<file path="config.mk">
export PLATFORM = sky130hd
export DESIGN_NAME = matrix_mac_engine
export DESIGN_NICKNAME = d
export VERILOG_FILES = /design/src/rtl/matrix_mac_engine.sv
export SDC_FILE = /design/constraint.sdc
export NUM_CORES = 1
export LEC_CHECK = 0
export CAP_MARGIN = 30
export CORE_MARGIN = 2
export CORE_UTILIZATION = 30
export DETAILED_ROUTE_END_ITERATION = 8
export PLACE_DENSITY = 0.42
export SETUP_SLACK_MARGIN = 0.5
export SLEW_MARGIN = 15
export SYNTH_ARGS = -nofsm -noshare
export SYNTH_HDL_FRONTEND = slang
export SYNTH_SLANG_ARGS = --single-unit
export TNS_END_PERCENT = 50
</file>
<file path="constraint.sdc">
create_clock -name clk_i -period 7.3 [get_ports clk_i]
set_clock_uncertainty 0.2 [all_clocks]
set_input_delay 1.095 -clock clk_i [delete_from_list [all_inputs] [get_ports clk_i]]
set_output_delay 1.095 -clock clk_i [all_outputs]
set_load 0.02 [all_outputs]
</file>
<file path="src/rtl/matrix_mac_engine.sv">
// matrix_mac_engine: sequential N x N unsigned matrix multiplier (C = A x B)
// built around a single multiply-accumulate unit. Operands are loaded through
// a write port while idle; results drain row-major over a valid/ready stream.
// Optional build macro MATRIX_SAT_EN: the accumulator saturates at
// 2^ACC_W-1 on carry instead of wrapping. The overflow flag is set on any
// carry in both builds.
//
// state | meaning
// ------+-------------------------------------------------------------
// IDLE  | operand writes accepted, waiting for start
// MAC   | one A[i][k]*B[k][j] accumulation per cycle, k = 0 .. N-1
// OUT   | C[i][j] presented on the stream until accepted
// FIN   | one-cycle done pulse, then back to IDLE
module matrix_mac_engine #(
  parameter int N      = 4,
  parameter int DATA_W = 8,
  parameter int ACC_W  = 18,
  localparam int IDX_W = (N > 1) ? $clog2(N) : 1
) (
  input  logic              clk_i,
  input  logic              rst_i,
  input  logic              wr_en_i,
  input  logic              wr_sel_i,
  input  logic [IDX_W-1:0]  wr_row_i,
  input  logic [IDX_W-1:0]  wr_col_i,
  input  logic [DATA_W-1:0] wr_data_i,
  input  logic              start_i,
  output logic              busy_o,
  output logic              out_valid_o,
  input  logic              out_ready_i,
  output logic [IDX_W-1:0]  out_row_o,
  output logic [IDX_W-1:0]  out_col_o,
  output logic [ACC_W-1:0]  out_data_o,
  output logic              done_o,
  output logic              overflow_o
);

  localparam int PROD_W = 2 * DATA_W;
  localparam int SUM_W  = ACC_W + 1;

  typedef enum logic [1:0] {S_IDLE, S_MAC, S_OUT, S_FIN} state_t;

  state_t             state_q;
  logic [DATA_W-1:0]  a_q [N][N];
  logic [DATA_W-1:0]  b_q [N][N];
  logic [IDX_W-1:0]   i_q, j_q, k_q;
  logic [ACC_W-1:0]   acc_q, acc_d;
  logic [PROD_W-1:0]  prod;
  logic [SUM_W-1:0]   sum;
  logic               carry;
  logic               idx_ok;

  logic               busy_q, valid_q, done_q, ovf_q;
  logic [IDX_W-1:0]   row_q, col_q;
  logic [ACC_W-1:0]   data_q;

  // When N is a power of two every encodable index is in range.
  if (N == (1 << IDX_W)) begin : g_idx_full
    assign idx_ok = 1'b1;
  end else begin : g_idx_check
    assign idx_ok = (int'(wr_row_i) < N) && (int'(wr_col_i) < N);
  end

  // Operand storage: written only while idle so a run sees stable operands.
  always_ff @(posedge clk_i) begin
    if (state_q == S_IDLE && wr_en_i && idx_ok) begin
      if (wr_sel_i) b_q[wr_row_i][wr_col_i] <= wr_data_i;
      else          a_q[wr_row_i][wr_col_i] <= wr_data_i;
    end
  end

  // MAC datapath: one product per cycle, carry out of ACC_W flags overflow.
  always_comb begin
    prod  = PROD_W'(a_q[i_q][k_q]) * PROD_W'(b_q[k_q][j_q]);
    sum   = {1'b0, acc_q} + SUM_W'(prod);
    carry = sum[ACC_W];
`ifdef MATRIX_SAT_EN
    acc_d = carry ? {ACC_W{1'b1}} : sum[ACC_W-1:0];
`else
    acc_d = sum[ACC_W-1:0];
`endif
  end

  // Sequencer with registered stream/status outputs.
  always_ff @(posedge clk_i) begin
    if (rst_i) begin
      state_q <= S_IDLE;
      i_q     <= '0;
      j_q     <= '0;
      k_q     <= '0;
      acc_q   <= '0;
      busy_q  <= 1'b0;
      valid_q <= 1'b0;
      done_q  <= 1'b0;
      ovf_q   <= 1'b0;
      row_q   <= '0;
      col_q   <= '0;
      data_q  <= '0;
    end else begin
      done_q <= 1'b0;
      case (state_q)
        S_IDLE: begin
          if (start_i) begin
            state_q <= S_MAC;
            i_q     <= '0;
            j_q     <= '0;
            k_q     <= '0;
            acc_q   <= '0;
            ovf_q   <= 1'b0;
            busy_q  <= 1'b1;
          end
        end
        S_MAC: begin
          acc_q <= acc_d;
          if (carry) ovf_q <= 1'b1;
          if (k_q == IDX_W'(N - 1)) begin
            state_q <= S_OUT;
            valid_q <= 1'b1;
            data_q  <= acc_d;
            row_q   <= i_q;
            col_q   <= j_q;
          end else begin
            k_q <= k_q + IDX_W'(1);
          end
        end
        S_OUT: begin
          if (out_ready_i) begin
            valid_q <= 1'b0;
            if (i_q == IDX_W'(N - 1) && j_q == IDX_W'(N - 1)) begin
              state_q <= S_FIN;
              done_q  <= 1'b1;
            end else begin
              state_q <= S_MAC;
              acc_q   <= '0;
              k_q     <= '0;
              if (j_q == IDX_W'(N - 1)) begin
                j_q <= '0;
                i_q <= i_q + IDX_W'(1);
              end else begin
                j_q <= j_q + IDX_W'(1);
              end
            end
          end
        end
        S_FIN: begin
          state_q <= S_IDLE;
          busy_q  <= 1'b0;
        end
        default: state_q <= S_IDLE;
      endcase
    end
  end

  assign busy_o      = busy_q;
  assign out_valid_o = valid_q;
  assign out_row_o   = row_q;
  assign out_col_o   = col_q;
  assign out_data_o  = data_q;
  assign done_o      = done_q;
  assign overflow_o  = ovf_q;

endmodule

</file>
### After elaboration in Yosys (flattened, before gate mapping)

Memories as Yosys holds them, arrays and structs flattened. A register that Yosys moved wholly into a read port is not among the register bits.
Cells that the tools add are included.

* flip-flop bits (word level): 52
* memory bits (writable): 256
* memories: 2
* input bits: 18

Memory list
* a_q: words 4, width 32, rd ports 1, clocked after Yosys merged registers in 1, wr ports 1, RTL line 44 `logic [DATA_W-1:0] a_q [N][N];`
* b_q: words 4, width 32, rd ports 1, clocked after Yosys merged registers in 1, wr ports 1, RTL line 45 `logic [DATA_W-1:0] b_q [N][N];`

* reductions and logical operators: 19
* multipliers: 1
* $lt $le $gt $ge: 4
* add/subtract/negate cells: 4
* equal/unequal tests: 13
* mux-type cells: 49
* bitwise gates (word level): 5

Operators with widths (count)
* $mux W32: 2
* $mux W18: 3
* $pmux W18 S3: 1
* $mux W8: 5
* $mux W2: 18
* $bmux W8 S2: 2
* $add A18 B16 Y19: 1
* $demux W8 S2: 1
* $mul A8 B8 Y16: 1
* $ne A2 B2 Y1 const B: 7
* $eq A2 B2 Y1 const B: 5
* $mux W1: 10
* $reduce_and A5 Y1: 2
* $ge A3 B3 Y1 const B: 3
* $not A2 Y3: 3
* $reduce_and A3 Y1: 3
* $pmux W2 S2: 2
* $pmux W2 S4: 1
* $reduce_and A4 Y1: 2
* $reduce_bool A2 Y1: 4
* $add A2 B1 Y2 const B: 3
* $pmux W1 S2: 3
* $pmux W2 S3: 1
* $reduce_and A2 Y1: 2
* 7 further kinds: 10

### Longest topological paths before layout

Gate-level depths: netlist of run 1.

* depth after elaboration: 8
* mapped depth: 20
* mapped depth without buffers: 18

### Worst setup path after synthesis of run 1

OpenSTA, ideal clock, no wires.

* path type: flip-flop to flip-flop
* start point: reg with a tool-made name
* end point: reg ovf_q (netlist: overflow_o)
* arrival: 5381 ps
* clock period less this slack: 5677 ps
* cell stages (with the launch flop): 20
* setup time: 95 ps
* slack: 1623 ps
* cell sequence: dfxtp_1 buf_6 buf_6 mux4_2 mux4_2 and2_1 fa_1 inv_1 fa_1 inv_1 fa_1 inv_1 fa_1 inv_1 ha_1 a21oi_1 and2_1 a2111oi_2 o2111ai_1 a221oi_1

RTL lines
* to (signal assigned): RTL line 95 `ovf_q <= 1'b0;`
* to (signal assigned): RTL line 109 `ovf_q <= 1'b0;`
* to (signal assigned): RTL line 115 `if (carry) ovf_q <= 1'b1;`
* to (decl): RTL line 53 `logic busy_q, valid_q, done_q, ovf_q;`

==> impl_metrics.env, run 1 <==
export IMPL_status="finished clean"
export IMPL_layout_drive_gt1_share_pct=15.2
export IMPL_combinational_family_with_the_most_area_after_synthesis="multiplexers"
export IMPL_crit_path_cell_trace="buf_4 -> mux4_2 -> mux4_2 -> and2_1 -> fa_1 -> inv_1 -> fa_1 -> inv_1 -> fa_1 -> inv_1 -> fa_1 -> inv_1 -> ha_1 -> a21oi_1 -> and2_1 -> a2111oi_2 -> o2111ai_1 -> a221oi_1"
export IMPL_detail_route_first_pass_iterations=5
export IMPL_unrepaired_setup_endpoints_after_global_routing="false"
export IMPL_synthDistinctLibCells=58
export IMPL_grt_first_pass_wirelength_um=55000
export IMPL_cts_htree_levels=2
export IMPL_insertion_delay_ns=0.55
export IMPL_max_freq_mhz=156
export IMPL_final_setup_tns_ns=0
export IMPL_antenna_found_initial=0
export IMPL_timing_hold_violations_final=0
export IMPL_critical_path_max_fanout=11
export IMPL_post_synth_top_count_cell="sky130_fd_sc_hd__edfxtp_1"
export IMPL_total_switching_power_uw=1560
export IMPL_finalCriticalPeriod_ns=6.41
export IMPL_route_detailed_wl_per_inst_um=20.3
export IMPL_criticalPathCategory="flop to flop"
export IMPL_power_report_internal_total_uw=3470
export IMPL_post_synth_and_or_nand_nor_area_fraction_pct=8.64
export IMPL_worst_slew_pin_slew_ns=0.928
export IMPL_synth_cells_most_frequent="sky130_fd_sc_hd__edfxtp_1, sky130_fd_sc_hd__inv_1, sky130_fd_sc_hd__mux4_2"
export IMPL_die_x_um=226
export IMPL_min_delay_path_depth=2
export IMPL_xor_xnor_share_of_the_synthesized_area_pct=0.118
export IMPL_max_cap_check_violation_count=0
export IMPL_setup_viol_count_final=0
export IMPL_maxSlewHeadroom_pct=37.9
export IMPL_postRouteAntennaNets=0
export IMPL_yosys_warnings=0
export IMPL_routability_congestion_estimate_from_global_placement=0.744
export IMPL_startpoint_type="flop"
export IMPL_via_count_of_the_first_global_routing_pass=8560
export IMPL_fp_coreArea_um2=48800
export IMPL_track_usage_pct=14.5
export IMPL_vdd_ir_drop_max_mv=0.141
export IMPL_sw_frac_of_total_pct=31.0
export IMPL_post_synth_inst_count=1001
export IMPL_reg2regPathDepth=18
export IMPL_finish_instance_area_um2=17300
export IMPL_final_core_util_pct=35.4
export IMPL_endpoint_kind_of_the_worst_setup_timing_path="flop"
export IMPL_path_clk_slew_ns=0.06
export IMPL_met3RoutedLength_um=1300
export IMPL_yosys_register_bits=312
export IMPL_post_synthesis_compound_gate_area_fraction_pct=4.69
export IMPL_arrival_ns=6.66
export IMPL_layout_worst_path_cycle_share_pct=87.8
export IMPL_grt_max_degree=52
export IMPL_ioPinCount=44
export IMPL_die_area_um2=51200
export IMPL_tritoncts="built"
export IMPL_drt_vias_per_instance=4.73
export IMPL_leakage_power_of_the_design_uw=0.00600
export IMPL_synth_largest_type_area_fraction_pct=51.9
export IMPL_timing_critical_path_required_ns=7.55
export IMPL_power_share_sequential_pct=39.2
export IMPL_met2_wire_len_um=17200
export IMPL_dp_wirelength_um=24500
export IMPL_synth_async_sr_flop_share_pct=0
export IMPL_total_power_uw=5030
export IMPL_hold_worst_slack_ns=0.256
export IMPL_combinationalPowerShare_pct=24.8
export IMPL_initial_core_util_pct=30.3
export IMPL_max_stage_delay_ns=0.60
export IMPL_clock_path_buffers=3
export IMPL_remaining_drc_errors=0
export IMPL_synthToLayoutAreaGrowth_pct=16.8
export IMPL_min_delay_path_class="flop to flop"
export IMPL_antenna_cells_inserted=0
export IMPL_synth_yosys_seq_area_share_pct=59.4
export IMPL_number_of_synthesized_flops_with_an_enable_pin=256
export IMPL_drt_met1_wl_um=16700
export IMPL_synthAdderAreaFrac_pct=10.5
export IMPL_placed_cell_area_um2=16100
export IMPL_synth_area_um2=14800
export IMPL_power_share_clock_pct=35.9
export IMPL_cts_buffers=37
export IMPL_timing_max_transition_violations_final=0
export IMPL_clk_root_buffer_cell="sky130_fd_sc_hd__clkbuf_16"
export IMPL_nNetsFinal=1180
export IMPL_synthTopCellsByArea="sky130_fd_sc_hd__edfxtp_1, sky130_fd_sc_hd__mux4_2, sky130_fd_sc_hd__dfxtp_1"
export IMPL_post_cts_setup_buffer_count=0
export IMPL_power_density_nw_per_um2=291
export IMPL_critPathSlowestCell="sky130_fd_sc_hd__dfxtp_2"
export IMPL_placementRows=81
export IMPL_dr_first_iter_drc_count=597
export IMPL_cts_sinks=312
export IMPL_syn_area_per_cell_um2=14.8
export IMPL_floorplan_die_height_um=226
export IMPL_finalWirelength_um=35800
export IMPL_port_buffers=43
export IMPL_synthMuxAreaShare_pct=12.5
export IMPL_synth_largest_area_cell="sky130_fd_sc_hd__edfxtp_1"
export IMPL_dominantRegCellSynth="sky130_fd_sc_hd__edfxtp_1"
export IMPL_maxUsedRoutingLayer="met4"
export IMPL_synthesis_nets=1113
export IMPL_globalRoute_totalOverflow=0
export IMPL_routed_via_count=8325
metrics by stage:
| stage | worst slack (ns) | instances |
|---|---|---|
| after floorplan | 1.62 | 1001 |
| after global placement | 0.868 | 1681 |
| after detailed placement | 0.810 | 1687 |
| after CTS | 0.799 | 1753 |
| after global routing | 0.586 | 1759 |
| final | 0.893 | 1759 |
cell type report:
cell class                 count  area (µm²)
clock buffer                  45         977
timing repair buffer          71         708
fill                        4772       31500
inverter                     102         383
multi-input combinational    544        5400
sequential                   312        8810
clock inverter                21         198
tap                          664         831
per-layer routing:
layer / vias up / global-route usage, %
met1: 4264 / 20.1
li1: 3852 / -
met5: - / 0
met2: 166 / 23.4
met3: 43 / 2.55
met4: 0 / 3.65
logic make-up (layout without fill, tap and decap cells):
family	after synthesis	after routing
mux	84	84
compound gates	100	100
flops	312	312
xor+xnor	2	2
fa+ha+maj	94	94
simple gates	264	264
buf+inv	145	239
power groups by stage:
stage	Sequential (µW)	Combinational (µW)	Clock (µW)
after floorplan	2000	911	0
after global placement	2010	1240	0
after detailed placement	2010	1240	0
after CTS	1980	1250	1880
after global routing	1980	1410	1940
final	1980	1250	1810
worst max-delay path, delay by kind of cell, from the launching register on:
kind            cells  cell delay, ns
simple gates        2            0.40
buf+inv             5            0.44
mux                 2            1.11
compound gates      4            1.18
fa+ha+maj           5            2.39
flops               1            0.60
what timing repair did:
item | 4_1_cts | 5_1_grt
hold buffers | 0 | 0
resized for setup | 0 | 1
setup endpoints to repair | 0 | 1
worst paths after layout:
check,startpoint,end,slack [ns]
min reg2reg,out_data_o[7],out_data_o[7],0.26
max reg2reg,flop,overflow_o,0.89
min,out_data_o[7],out_data_o[7],0.26
max,flop,overflow_o,0.89
cells in the final DEF, fill, tap and decap left out, drive strengths merged, types with 4 or more instances in the layout:
| master | instances |
|---|---|
| o21ai | 12 |
| clkinv | 15 |
| nand2b | 6 |
| clkbuf | 45 |
| fa | 50 |
| nor2 | 64 |
| nor4 | 6 |
| dfxtp | 56 |
| and4 | 4 |
| and2 | 45 |
| a22oi | 9 |
| nand4 | 6 |
| a211o | 7 |
| ha | 44 |
| inv | 104 |
| and3 | 5 |
| nor2b | 5 |
| nor3 | 9 |
| edfxtp | 256 |
| clkdlybuf4s50 | 42 |
| nand3 | 24 |
| o211ai | 4 |
| or3 | 5 |
| mux4 | 80 |
| a32oi | 4 |
| nand2 | 77 |
| buf | 29 |
| a21oi | 34 |
flip-flops by register name (all words and copies together) (netlist names), 2 cells and up, named ones only:
register	cells
a_q	128
acc_q	18
b_q	128
i_q	2
j_q	2
k_q	2
out_col_o	2
out_data_o	18
out_row_o	2
state_q	2
No activity file was read; power rests on OpenSTA's default activity.
==> run 2, diff against run 1 <==
--- a/config.mk
+++ b/config.mk
@@ -6,9 +6,11 @@
 export NUM_CORES = 1
 export LEC_CHECK = 0
 export CAP_MARGIN = 30
+export CORE_ASPECT_RATIO = 2
 export CORE_MARGIN = 2
 export CORE_UTILIZATION = 30
 export DETAILED_ROUTE_END_ITERATION = 8
+export GPL_TIMING_DRIVEN = 0
 export PLACE_DENSITY = 0.42
 export SETUP_SLACK_MARGIN = 0.5
 export SLEW_MARGIN = 15
==> run 2 against run 1 <==
Against the previous run:
- via count increased by 2.6%
- sequential power barely moved
- clock-buffer cell count is 5 lower
- flip-flop and latch count unchanged
- worst hold slack better by 0.0053 ns
- total power shrank 2.0%
- fmax is 3.1% lower
- routed wire length up 16%
- clock power shrank 8%
- first-iteration DRC count shrank 41%
- global-route usage is 2.0 points higher
- largest power group unchanged
==> impl_metrics.env, run 2 (synthesis results as in run 1) <==
export IMPL_layout_drive_gt1_share_pct=15.0
export IMPL_route_detailed_wl_per_inst_um=23.7
export IMPL_placementRows=115
export IMPL_fin_ws_ns=0.689
export IMPL_layout_common_cells="sky130_fd_sc_hd__edfxtp_1, sky130_fd_sc_hd__inv_1, sky130_fd_sc_hd__mux4_2"
export IMPL_timing_hold_violations_final=0
export IMPL_critPathSlowestCell="sky130_fd_sc_hd__mux4_2"
export IMPL_max_freq_mhz=151
export IMPL_drt_vias_per_instance=4.87
export IMPL_postCtsHoldBufs=0
export IMPL_cts_buffers=34
export IMPL_critical_path_max_fanout=10
export IMPL_cp_common_cell="sky130_fd_sc_hd__fa_1"
export IMPL_antenna_found_initial=0
export IMPL_grt_max_degree=33
export IMPL_leakage_power_of_the_design_uw=0.00595
export IMPL_arrival_ns=6.85
export IMPL_power_density_nw_per_um2=287
export IMPL_detail_route_first_pass_iterations=4
export IMPL_path_clk_slew_ns=0.06
export IMPL_die_x_um=161
export IMPL_track_usage_pct=16.5
export IMPL_via_count_of_the_first_global_routing_pass=9521
export IMPL_worstSetupPathDepth=18
export IMPL_cts_sinks=312
export IMPL_antenna_cells_inserted=0
export IMPL_layout_commonest_cell="sky130_fd_sc_hd__edfxtp_1"
export IMPL_fp_coreArea_um2=49100
export IMPL_max_cap_check_violation_count=0
export IMPL_critical_path_top_delay_family="adder cells"
export IMPL_dp_cells=1693
export IMPL_finalCriticalPeriod_ns=6.61
export IMPL_timing_max_transition_violations_final=0
export IMPL_clock_path_buffers=3
export IMPL_nNetsFinal=1201
export IMPL_postRouteAntennaNets=0
export IMPL_crit_path_cell_trace="buf_6 -> buf_6 -> mux4_2 -> mux4_2 -> and2_1 -> fa_1 -> fa_1 -> fa_1 -> inv_1 -> fa_1 -> inv_1 -> ha_1 -> clkbuf_1 -> nand2_1 -> o211a_1 -> nor3_2 -> o2111ai_1 -> a221oi_1"
export IMPL_final_instance_count_excl_fill=1756
export IMPL_insertion_delay_ns=0.54
export IMPL_worst_slew_pin_slew_ns=0.960
export IMPL_cts_htree_levels=2
export IMPL_r2r_setup_slack_ns=0.69
export IMPL_unrepaired_setup_endpoints_after_global_routing="true"
export IMPL_startpoint_type="flop"
export IMPL_maxSlewHeadroom_pct=35.7
export IMPL_min_delay_path_depth=2
export IMPL_timing_critical_path_required_ns=7.54
export IMPL_r2r_end="overflow_o"
export IMPL_status="finished clean"
export IMPL_routability_congestion_estimate_from_global_placement=0.821
export IMPL_grt_first_pass_wirelength_um=61000
export IMPL_dp_wirelength_um=31700
export IMPL_criticalPathCategory="flop to flop"
export IMPL_tritoncts="built"
export IMPL_globalRoute_totalOverflow=0
export IMPL_initial_core_util_pct=30.2
export IMPL_min_delay_path_class="flop to flop"
export IMPL_ioPinCount=44
export IMPL_finish_instance_area_um2=17200
export IMPL_min_delay_worst_endpoint="out_valid_o"
export IMPL_setup_viol_count_final=0
export IMPL_vdd_ir_drop_max_mv=0.184
export IMPL_holdCritStartpoint="out_valid_o"
export IMPL_endpoint_kind_of_the_worst_setup_timing_path="flop"
export IMPL_hold_worst_slack_ns=0.262
export IMPL_clk_root_buffer_cell="sky130_fd_sc_hd__clkbuf_16"
export IMPL_layout_worst_path_cycle_share_pct=90.6
export IMPL_floorplan_die_height_um=318
export IMPL_remaining_drc_errors=0
export IMPL_dr_first_iter_drc_count=354
export IMPL_placement_setup_worst_slack_ns=0.0336
export IMPL_synthToLayoutAreaGrowth_pct=16.0
export IMPL_placed_cell_area_um2=16100
export IMPL_port_buffers=43
export IMPL_finalWirelength_um=41600
export IMPL_max_stage_delay_ns=0.65
export IMPL_routed_via_count=8543
export IMPL_top_regs="a_q x128, b_q x128"
export IMPL_worst_path_buf_inv=5
export IMPL_die_area_um2=51300
export IMPL_final_setup_tns_ns=0
export IMPL_reg2regPathDepth=18
==> run 2: area by class of cell <==
type | instances | area [µm²]
buffer | 43 | 246
sequential | 312 | 8810
clock inverter | 20 | 176
multi-input combinational | 544 | 5420
inverter | 102 | 383
timing repair buffer | 52 | 488
clock buffer | 40 | 873
tap | 643 | 805
fill | 4785 | 31900
==> run 2: timing repair <==
item / 4_1_cts / 5_1_grt
cloned: 0 / 0
resized for setup: 10 / 4
setup buffers: 0 / 2
pin swaps: 0 / 1
endpoints found under the setup margin: 12 / 7
==> run 2: power breakdown <==
| group | switching (µW) | total (µW) | internal, µW |
|---|---|---|---|
| combinational | 840 | 1290 | 451 |
| sequential | 14.4 | 1970 | 1950 |
| clock | 736 | 1670 | 937 |
| total | 1590 | 4930 | 3340 |
==> run 2: worst max path at each step <==
stage | startpoint | slack, ns | endpoint
final | flop | 0.69 | overflow_o
after global routing | flop | 0.49 | overflow_o
after CTS | flop | 0.52 | overflow_o
after detailed placement | flop | 0.03 | overflow_o
after global placement | flop | 0.02 | overflow_o
after floorplan | flop | 1.62 | overflow_o
==> run 2: worst register-to-register path: cells and delay by family, from the launching register on <==
| family | cells | cell delay, ns |
|---|---|---|
| AOI/OAI and AO/OA | 3 | 0.92 |
| adders and majority gates | 5 | 2.19 |
| buffers and inverters | 5 | 0.82 |
| DFF | 1 | 0.32 |
| muxes | 2 | 1.27 |
| and+or+nand+nor | 3 | 0.80 |
==> run 2: through the flow <==
step	utilization, %	total power (µW)
floorplan	-	2910
global placement	32.7	3280
detailed placement	32.8	3290
CTS	35.0	5000
global route	35.1	5220
finish	35.1	4930
==> run 2: routing by layer <==
metal / global-route usage [%] / vias to the layer above / wire [µm]
li1: - / 3884 / -
met1: 14.6 / 4387 / 13100
met2: 34.4 / 178 / 24900
met3: 1.76 / 94 / 983
met4: 9.52 / 0 / 2600
met5: 0 / - / 0
